===== config.mk =====
export PLATFORM = sky130hd
export DESIGN_NAME = ingress_sgdma
export DESIGN_NICKNAME = d
export VERILOG_FILES = /design/src/rtl/sgdma_pkg.sv /design/src/rtl/ingress_sgdma.sv
export SDC_FILE = /design/constraint.sdc
export NUM_CORES = 1
export LEC_CHECK = 0
export CORE_AREA = 2 2 82 163
export DETAILED_ROUTE_END_ITERATION = 6
export DIE_AREA = 0 0 84 165
export PLACE_DENSITY = 0.81
export REMOVE_ABC_BUFFERS = 1
export SLEW_MARGIN = 20
export SYNTH_ARGS = -nofsm -noshare
export SYNTH_HDL_FRONTEND = slang
export SYNTH_SLANG_ARGS = --single-unit

===== constraint.sdc =====
create_clock -name i_clk -period 2.37 [get_ports i_clk]
set_input_delay 0.237 -clock i_clk [delete_from_list [all_inputs] [get_ports i_clk]]
set_output_delay 0.237 -clock i_clk [all_outputs]
set_load 0.02 [all_outputs]

===== src/rtl/sgdma_pkg.sv =====
// rtl/sgdma_pkg.sv - shared header/descriptor layout and FSM encoding for ingress_sgdma
//
// Purpose: single home for the packet header field offsets, the crossbar
// descriptor layout, the null next-pointer value and the ingress FSM state
// encoding, so the DMA engine and anything decoding its descriptors agree.
//
// Header beat (low bits of the first beat of every packet):
//   [17:7] length in bytes, [6:4] priority, [3:0] destination port
// Descriptor: {length[10:0], priority[2:0], head_ptr[PTR_WIDTH-1:0]}
package sgdma_pkg;

    localparam int HDR_DEST_LSB = 0;
    localparam int HDR_DEST_W   = 4;
    localparam int HDR_PRIO_LSB = 4;
    localparam int HDR_PRIO_W   = 3;
    localparam int HDR_LEN_LSB  = 7;
    localparam int HDR_LEN_W    = 11;
    localparam int HDR_BITS     = HDR_LEN_LSB + HDR_LEN_W;

    // Metadata part of the descriptor that sits above the head pointer.
    localparam int DESC_META_W  = HDR_LEN_W + HDR_PRIO_W;

    // The null link is all ones at whatever pointer width is in use;
    // replicate this bit PTR_WIDTH times.
    localparam logic NULL_PTR_BIT = 1'b1;

    typedef enum logic [2:0] {
        ST_IDLE  = 3'd0,
        ST_HEAD  = 3'd1,
        ST_PTR   = 3'd2,
        ST_FETCH = 3'd3,
        ST_LOAD  = 3'd4,
        ST_WRITE = 3'd5,
        ST_DESC  = 3'd6,
        ST_DROP  = 3'd7
    } sgdma_state_e;

    function automatic logic [HDR_LEN_W-1:0] hdr_len(input logic [HDR_BITS-1:0] hdr);
        return hdr[HDR_LEN_LSB +: HDR_LEN_W];
    endfunction

    function automatic logic [HDR_PRIO_W-1:0] hdr_prio(input logic [HDR_BITS-1:0] hdr);
        return hdr[HDR_PRIO_LSB +: HDR_PRIO_W];
    endfunction

    function automatic logic [HDR_DEST_W-1:0] hdr_dest(input logic [HDR_BITS-1:0] hdr);
        return hdr[HDR_DEST_LSB +: HDR_DEST_W];
    endfunction

    function automatic logic [DESC_META_W-1:0] desc_meta(input logic [HDR_LEN_W-1:0] len,
                                                         input logic [HDR_PRIO_W-1:0] prio);
        return {len, prio};
    endfunction

endpackage


===== src/rtl/ingress_sgdma.sv =====
// rtl/ingress_sgdma.sv - scatter-gather ingress DMA: input FIFO -> linked MMU units -> crossbar descriptor
//
// Purpose: pops one packet at a time from the input FIFO, stores each payload
// beat into a free MMU unit taken from the free-pointer list, links the units
// into a chain terminated by the null pointer, then pushes a descriptor to the
// destination crossbar buffer. Packets with an invalid destination or zero
// length are popped and discarded without touching pointers, MMU or crossbar.
//
// Ports:
//   i_clk, i_rst                    clock, synchronous active-high reset
//   o_fifo_rd_en / i_fifo_dat / i_fifo_empty   input FIFO (data valid the cycle after pop)
//   o_fp_rd_en / i_fp_ptr / i_fp_empty         free-pointer list (pointer valid the cycle after pop)
//   o_mmu_wr_req / i_mmu_wr_ready / o_mmu_wr_addr / o_mmu_wr_next / o_mmu_wr_dat  unit write
//   o_cb_wr_en / o_cb_din / i_cb_full          per-port descriptor push
//   o_pkt_cnt / o_drop_cnt          saturating statistics, only with INGRESS_SGDMA_STATS_EN defined
module ingress_sgdma
    import sgdma_pkg::*;
#(
    parameter int DATA_WIDTH = 64,
    parameter int PORT_NUM   = 4,
    parameter int PTR_WIDTH  = 10
) (
    input  logic                            i_clk,
    input  logic                            i_rst,
    output logic                            o_fifo_rd_en,
    input  logic [DATA_WIDTH-1:0]           i_fifo_dat,
    input  logic                            i_fifo_empty,
    output logic                            o_fp_rd_en,
    input  logic [PTR_WIDTH-1:0]            i_fp_ptr,
    input  logic                            i_fp_empty,
    output logic                            o_mmu_wr_req,
    input  logic                            i_mmu_wr_ready,
    output logic [PTR_WIDTH-1:0]            o_mmu_wr_addr,
    output logic [PTR_WIDTH-1:0]            o_mmu_wr_next,
    output logic [DATA_WIDTH-1:0]           o_mmu_wr_dat,
    output logic [PORT_NUM-1:0]             o_cb_wr_en,
    output logic [DESC_META_W+PTR_WIDTH-1:0] o_cb_din,
    input  logic [PORT_NUM-1:0]             i_cb_full
`ifdef INGRESS_SGDMA_STATS_EN
    ,
    output logic [31:0]                     o_pkt_cnt,
    output logic [31:0]                     o_drop_cnt
`endif
);

    localparam int BEAT_BYTES = DATA_WIDTH / 8;
    localparam int BEAT_SHIFT = $clog2(BEAT_BYTES);
    localparam logic [PTR_WIDTH-1:0] NULL_PTR = {PTR_WIDTH{NULL_PTR_BIT}};

    sgdma_state_e state_q, state_d;

    logic                   head_wait_q;
    logic [HDR_LEN_W-1:0]   len_q;
    logic [HDR_PRIO_W-1:0]  prio_q;
    logic [HDR_DEST_W-1:0]  dest_q;
    logic [HDR_LEN_W-1:0]   units_q;
    logic [PTR_WIDTH-1:0]   cur_ptr_q;
    logic [PTR_WIDTH-1:0]   head_ptr_q;
    logic [PTR_WIDTH-1:0]   next_q;
    logic [DATA_WIDTH-1:0]  dat_q;
    logic                   req_q;

    // The header is only on i_fifo_dat during the first HEAD cycle; if HEAD
    // has to wait for a free pointer, the latched copy is used from then on.
    logic [HDR_BITS-1:0]    hdr_raw;
    logic [HDR_LEN_W-1:0]   hdr_len_w;
    logic [HDR_PRIO_W-1:0]  hdr_prio_w;
    logic [HDR_DEST_W-1:0]  hdr_dest_w;
    logic [HDR_LEN_W:0]     len_round;
    logic [HDR_LEN_W-1:0]   hdr_units_w;
    logic                   hdr_drop_w;

    assign hdr_raw    = i_fifo_dat[HDR_BITS-1:0];
    assign hdr_len_w  = head_wait_q ? len_q  : hdr_len(hdr_raw);
    assign hdr_prio_w = head_wait_q ? prio_q : hdr_prio(hdr_raw);
    assign hdr_dest_w = head_wait_q ? dest_q : hdr_dest(hdr_raw);

    // ceil(len / BEAT_BYTES): one spare bit keeps len + BEAT_BYTES-1 from wrapping.
    assign len_round   = {1'b0, hdr_len_w} + (HDR_LEN_W + 1)'(BEAT_BYTES - 1);
    assign hdr_units_w = HDR_LEN_W'(len_round >> BEAT_SHIFT);
    assign hdr_drop_w  = ({28'd0, hdr_dest_w} >= 32'(PORT_NUM)) || (hdr_len_w == '0);

    logic                   last_unit;
    logic                   fetch_go;
    logic                   drop_pop;
    logic [PORT_NUM-1:0]    cb_sel;
    logic                   cb_full_sel;

    assign last_unit   = (units_q == HDR_LEN_W'(1));
    // The final unit links to null, so it needs no free pointer.
    assign fetch_go    = !i_fifo_empty && (last_unit || !i_fp_empty);
    assign drop_pop    = (units_q != '0) && !i_fifo_empty;
    assign cb_sel      = PORT_NUM'(1) << dest_q;
    assign cb_full_sel = |(i_cb_full & cb_sel);

    // State register
    always_ff @(posedge i_clk) begin
        if (i_rst) begin
            state_q <= ST_IDLE;
        end else begin
            state_q <= state_d;
        end
    end

    // Next-state logic
    always_comb begin
        state_d = state_q;
        unique case (state_q)
            ST_IDLE:  if (!i_fifo_empty) state_d = ST_HEAD;
            ST_HEAD: begin
                if (hdr_drop_w)       state_d = ST_DROP;
                else if (!i_fp_empty) state_d = ST_PTR;
            end
            ST_PTR:   state_d = ST_FETCH;
            ST_FETCH: if (fetch_go) state_d = ST_LOAD;
            ST_LOAD:  state_d = ST_WRITE;
            ST_WRITE: if (i_mmu_wr_ready) state_d = last_unit ? ST_DESC : ST_FETCH;
            ST_DESC:  if (!cb_full_sel) state_d = ST_IDLE;
            ST_DROP:  if (units_q == '0) state_d = ST_IDLE;
            default:  state_d = ST_IDLE;
        endcase
    end

    // Pop/push strobes; held low while reset is asserted so nothing is
    // consumed in the cycle the reset is being sampled.
    always_comb begin
        o_fifo_rd_en = 1'b0;
        o_fp_rd_en   = 1'b0;
        o_cb_wr_en   = '0;
        if (!i_rst) begin
            unique case (state_q)
                ST_IDLE:  o_fifo_rd_en = !i_fifo_empty;
                ST_HEAD:  o_fp_rd_en   = !hdr_drop_w && !i_fp_empty;
                ST_FETCH: begin
                    o_fifo_rd_en = fetch_go;
                    o_fp_rd_en   = fetch_go && !last_unit;
                end
                ST_DESC:  o_cb_wr_en   = cb_full_sel ? '0 : cb_sel;
                ST_DROP:  o_fifo_rd_en = drop_pop;
                default: begin
                    o_fifo_rd_en = 1'b0;
                    o_fp_rd_en   = 1'b0;
                    o_cb_wr_en   = '0;
                end
            endcase
        end
    end

    // Datapath registers
    always_ff @(posedge i_clk) begin
        if (i_rst) begin
            head_wait_q <= 1'b0;
            len_q       <= '0;
            prio_q      <= '0;
            dest_q      <= '0;
            units_q     <= '0;
            cur_ptr_q   <= '0;
            head_ptr_q  <= '0;
            next_q      <= '0;
            dat_q       <= '0;
            req_q       <= 1'b0;
        end else begin
            head_wait_q <= (state_q == ST_HEAD) && (state_d == ST_HEAD);
            unique case (state_q)
                ST_HEAD: begin
                    len_q   <= hdr_len_w;
                    prio_q  <= hdr_prio_w;
                    dest_q  <= hdr_dest_w;
                    units_q <= hdr_units_w;
                end
                ST_PTR: begin
                    cur_ptr_q  <= i_fp_ptr;
                    head_ptr_q <= i_fp_ptr;
                end
                ST_LOAD: begin
                    dat_q  <= i_fifo_dat;
                    next_q <= last_unit ? NULL_PTR : i_fp_ptr;
                    req_q  <= 1'b1;
                end
                ST_WRITE: begin
                    if (i_mmu_wr_ready) begin
                        req_q     <= 1'b0;
                        cur_ptr_q <= next_q;
                        units_q   <= units_q - HDR_LEN_W'(1);
                    end
                end
                ST_DROP: begin
                    if (drop_pop) units_q <= units_q - HDR_LEN_W'(1);
                end
                default: begin
                    req_q <= req_q;
                end
            endcase
        end
    end

    assign o_mmu_wr_req  = req_q;
    assign o_mmu_wr_addr = cur_ptr_q;
    assign o_mmu_wr_next = next_q;
    assign o_mmu_wr_dat  = dat_q;
    assign o_cb_din      = {desc_meta(len_q, prio_q), head_ptr_q};

`ifdef INGRESS_SGDMA_STATS_EN
    logic [31:0] pkt_cnt_q;
    logic [31:0] drop_cnt_q;

    always_ff @(posedge i_clk) begin
        if (i_rst) begin
            pkt_cnt_q  <= '0;
            drop_cnt_q <= '0;
        end else begin
            if ((|o_cb_wr_en) && (pkt_cnt_q != '1)) begin
                pkt_cnt_q <= pkt_cnt_q + 32'd1;
            end
            if ((state_q == ST_HEAD) && (state_d == ST_DROP) && (drop_cnt_q != '1)) begin
                drop_cnt_q <= drop_cnt_q + 32'd1;
            end
        end
    end

    assign o_pkt_cnt  = pkt_cnt_q;
    assign o_drop_cnt = drop_cnt_q;
`endif

endmodule


==> summary.md <==
| Metric | Value |
|---|---|
| Status | completed |
| CTS tree | built |
| Slew HR | between 50 and 60% |
| Clk sinks | 128 |
| Worst path arrival time | 2.09 ns |
| Routed WL per cell | between 15 and 20 um |
| Final Hold Viols | 0 |
| Placeable Area | 12600 um2 |
| IO Port Bufs | about 200 |
| I/O pins | approximately 200 |
| Vias in the first global route | around 6k |
| Worst hold slack | 0.367 ns |
| RSZ-0062 raised after global routing | yes |
| Yosys top cell area share | between 40 and 50% |
| P_leak | around 3.3 nW |
| Reg area | between 2000 and 3000 um2 |
| Fmax | about 430 MHz |
| WP data required | about 2.1 ns |
| Least-Margin Pin Slew | roughly 0.69 ns |
| Residual DRC | 0 |
| Crit Path Class | reg -> out |
| Synthesized cell area | ~5600 um2 |
| Max FO, Critical Path | 2 |
| Final Wtd Congestion | about 0.92 |
| Hold Crit Class | in -> reg |
| Iter 0 DRT Violations | ~280 |
| Layout Skew | approximately 0.013 ns |
| Design area | slightly below 9000 um2 |
| Clock slew at reported path FFs | around 0.070 ns |
| Synth-to-layout area growth | 58.5% |
| Register area share after synthesis | approximately 46% |
| Crit path launch type | flip-flop |
| Fin crit share | 98.4% |
| Placed instance area | about 8000 um2 |
| Die area | approximately 14000 um2 |
| Gr ovfl total | 0 |
| Post-DP HPWL | 13400 um |
| Gr usage total | around a quarter |
| H-tree levels | 4 |
| Global-route wire length before repair | 28800 um |
| First-pass detailed-route iteration total | 6 |
| Peak supply drop | about 0.78 mV |
| CTS Root Cell | clkbuf_16 |
| Pins over their slew limit | 0 |
| Final WL | roughly 18000 um |
| Drt via density | about 5.4 |
| Starting Density | between 40 and 50% |
| Fillers | roughly 1k |
| Initial antenna violation count | 0 |
| Height of the chip | about 170 um |
| Vias | around 6.1k |
| Final ANT Viol Nets | 0 |
| Main synth FF type | dfxtp_1 |
| Max-Cap Viols | 0 |
| Rows | 58 |
| Syn Area/Cell | 7.68 um2 |
| Final setup margin | roughly 0.039 ns |
| Largest net degree at the start of global routing | 66 |
| PD cells | between 1000 and 1500 nW/um2 |
| Critical Path End Type | output port |
| Total chip power | about 11 mW |
| Post-layout nets | 1045 |
| EDFF count, synth | 0 |
| Final Non-Filler Cells | approximately 1.1k |
| Chip width | roughly 84 um |
| Mapped Cells | about 720 |
| Setup Viol. Count Final | 0 |
| Warnings, synthesis | 0 |
| Placed cell count | 1089 |
| Pre-CTS WS | -0.442 ns |
| Crit path time final | around 2.3 ns |
| Synth cell types | 57 |
| Share of synthesized registers carrying an async set or reset | 0% |
| Clock latency on the worst-skew pair | approximately 0.41 ns |
| Ant. Diodes | 0 |
| Multi-input gate area | slightly below 3000 um2 |
| Synth Register Bits | approximately 130 |
| CTS Buf Count | 17 |
| Main area contributors after synthesis | dfxtp_1 (46%), nand2_1 (13%), a21oi_1 (9.1%) |
| Fraction of layout cells with a size suffix above 1 | around 15% |
| Post-synth top area cell | dfxtp_1 |
| Clock buffer depth | 2 |
layout make-up:
type                            count  area share, %
Sequential cell                   128           29.1
Multi-Input combinational cell    533           33.0
Timing Repair Buffer              271           28.7
Tap cell                          150           2.13
Clock buffer                       19           5.14
Inverter                            9          0.383
Clock inverter                     13           1.58
cells by family after synthesis:
family,synth area share (%)
DFF,46.1
xor gates and xnor gates,1.10
buffers and inverters,4.28
adders and majority gates,0.450
AOI/OAI and AO/OA,17.9
muxes,3.67
and+or+nand+nor,26.5
what timing repair did:
action | CTS | global route
resized for setup | 20 | 36
buffers inserted | 0 | 2
pin swaps | 2 | 7
hold buffers | 0 | 0
endpoints found under the setup margin | 6 | 12
hold endpoints to repair | 0 | 0
power breakdown:
group | total [mW] | switching (mW) | internal (mW)
clock network | 2.59 | 1.05 | 1.54
logic | 5.09 | 2.81 | 2.28
registers | 3.05 | 0.342 | 2.71
placed cells by master (no fill, tap or decap), types with 3 or more instances in the layout:
cell type / n
and2_1: 3
or3_4: 3
or2_2: 3
o211ai_1: 3
nand4_1: 8
dfxtp_2: 3
o31ai_1: 4
a21oi_1: 99
nor4_1: 7
o21ai_0: 12
nor3_1: 27
and3_1: 4
nand2_1: 198
nor2_1: 46
inv_1: 8
a21boi_1: 3
a211oi_1: 16
a31oi_1: 6
mux2i_1: 17
clkbuf_16: 17
inv_6: 6
clkbuf_2: 3
nand2b_1: 5
clkdlybuf4s50_1: 190
xnor2_1: 5
buf_6: 3
dfxtp_1: 125
nand3_1: 8
buf_4: 73
clkinv_4: 3
worst paths after layout:
kind / from / to / slack [ns] / depth (start not counted)
max: units_q[1]$_SDFFE_PP0P_ / o_fp_rd_en / 0.04 / 10
min: i_fifo_dat[20] / o_mmu_wr_dat[20]$_SDFFE_PP0P_ / 0.37 / 3
max reg2reg: units_q[0]$_SDFFE_PP0P_ / units_q[9]$_SDFFE_PP0P_ / 0.05 / 6
min reg2reg: o_mmu_wr_dat[43]$_SDFFE_PP0P_ / o_mmu_wr_dat[43]$_SDFFE_PP0P_ / 0.45 / 2
worst max-delay path: stages (launching register included):
cell and delay (ns):
dfxtp_2 0.33, inv_2 0.05, ha_4 0.15, nor3b_4 0.15, buf_6 0.13, nand3_4 0.09
buf_6 0.11, nand3_4 0.07, a2111oi_4 0.35, buf_4 0.17, buf_6 0.10
routing by layer:
layer	up-vias	track usage [%]	part of all wire (%)
li1	2964	-	-
met1	2817	27.4	35
met2	208	46.0	54
met3	61	6.00	5.1
met4	0	17.6	5.7
met5	-	0	0
through the flow:
stage / utilization, % / TNS (ns)
finish: 70.2 / 0
global route: 70.2 / -0.0644
CTS: 69.2 / -0.209
detailed placement: 64.3 / -1.31
global placement: 64.3 / -0.892
floorplan: - / -72.72
sequential cells by signal, summed over array words and instances, names as in the netlist, named ones only:
name and flops:
o_mmu_wr_next 10, state_q 3, o_mmu_wr_req 1, o_mmu_wr_addr 10, dest_q 2, units_q 11, len_q 11, prio_q 3
head_ptr_q 10, o_mmu_wr_dat 64, head_wait_q 1
synth_stat cells (3+ instances only):
library cell	n
xnor2_1	5
nor4_1	7
and3_1	4
a31oi_1	7
nand4_1	8
nand2_1	198
buf_1	13
nand3_1	11
dfxtp_1	128
o31ai_1	4
a211oi_1	17
nand2b_1	5
or3_1	5
inv_1	9
a21boi_1	3
a21oi_1	101
clkbuf_1	40
mux2i_1	17
o211ai_1	3
nor3b_1	4
o21ai_0	12
nor2_1	47
nor3_1	29
or2_2	3
(Power assumes the default switching activity.)
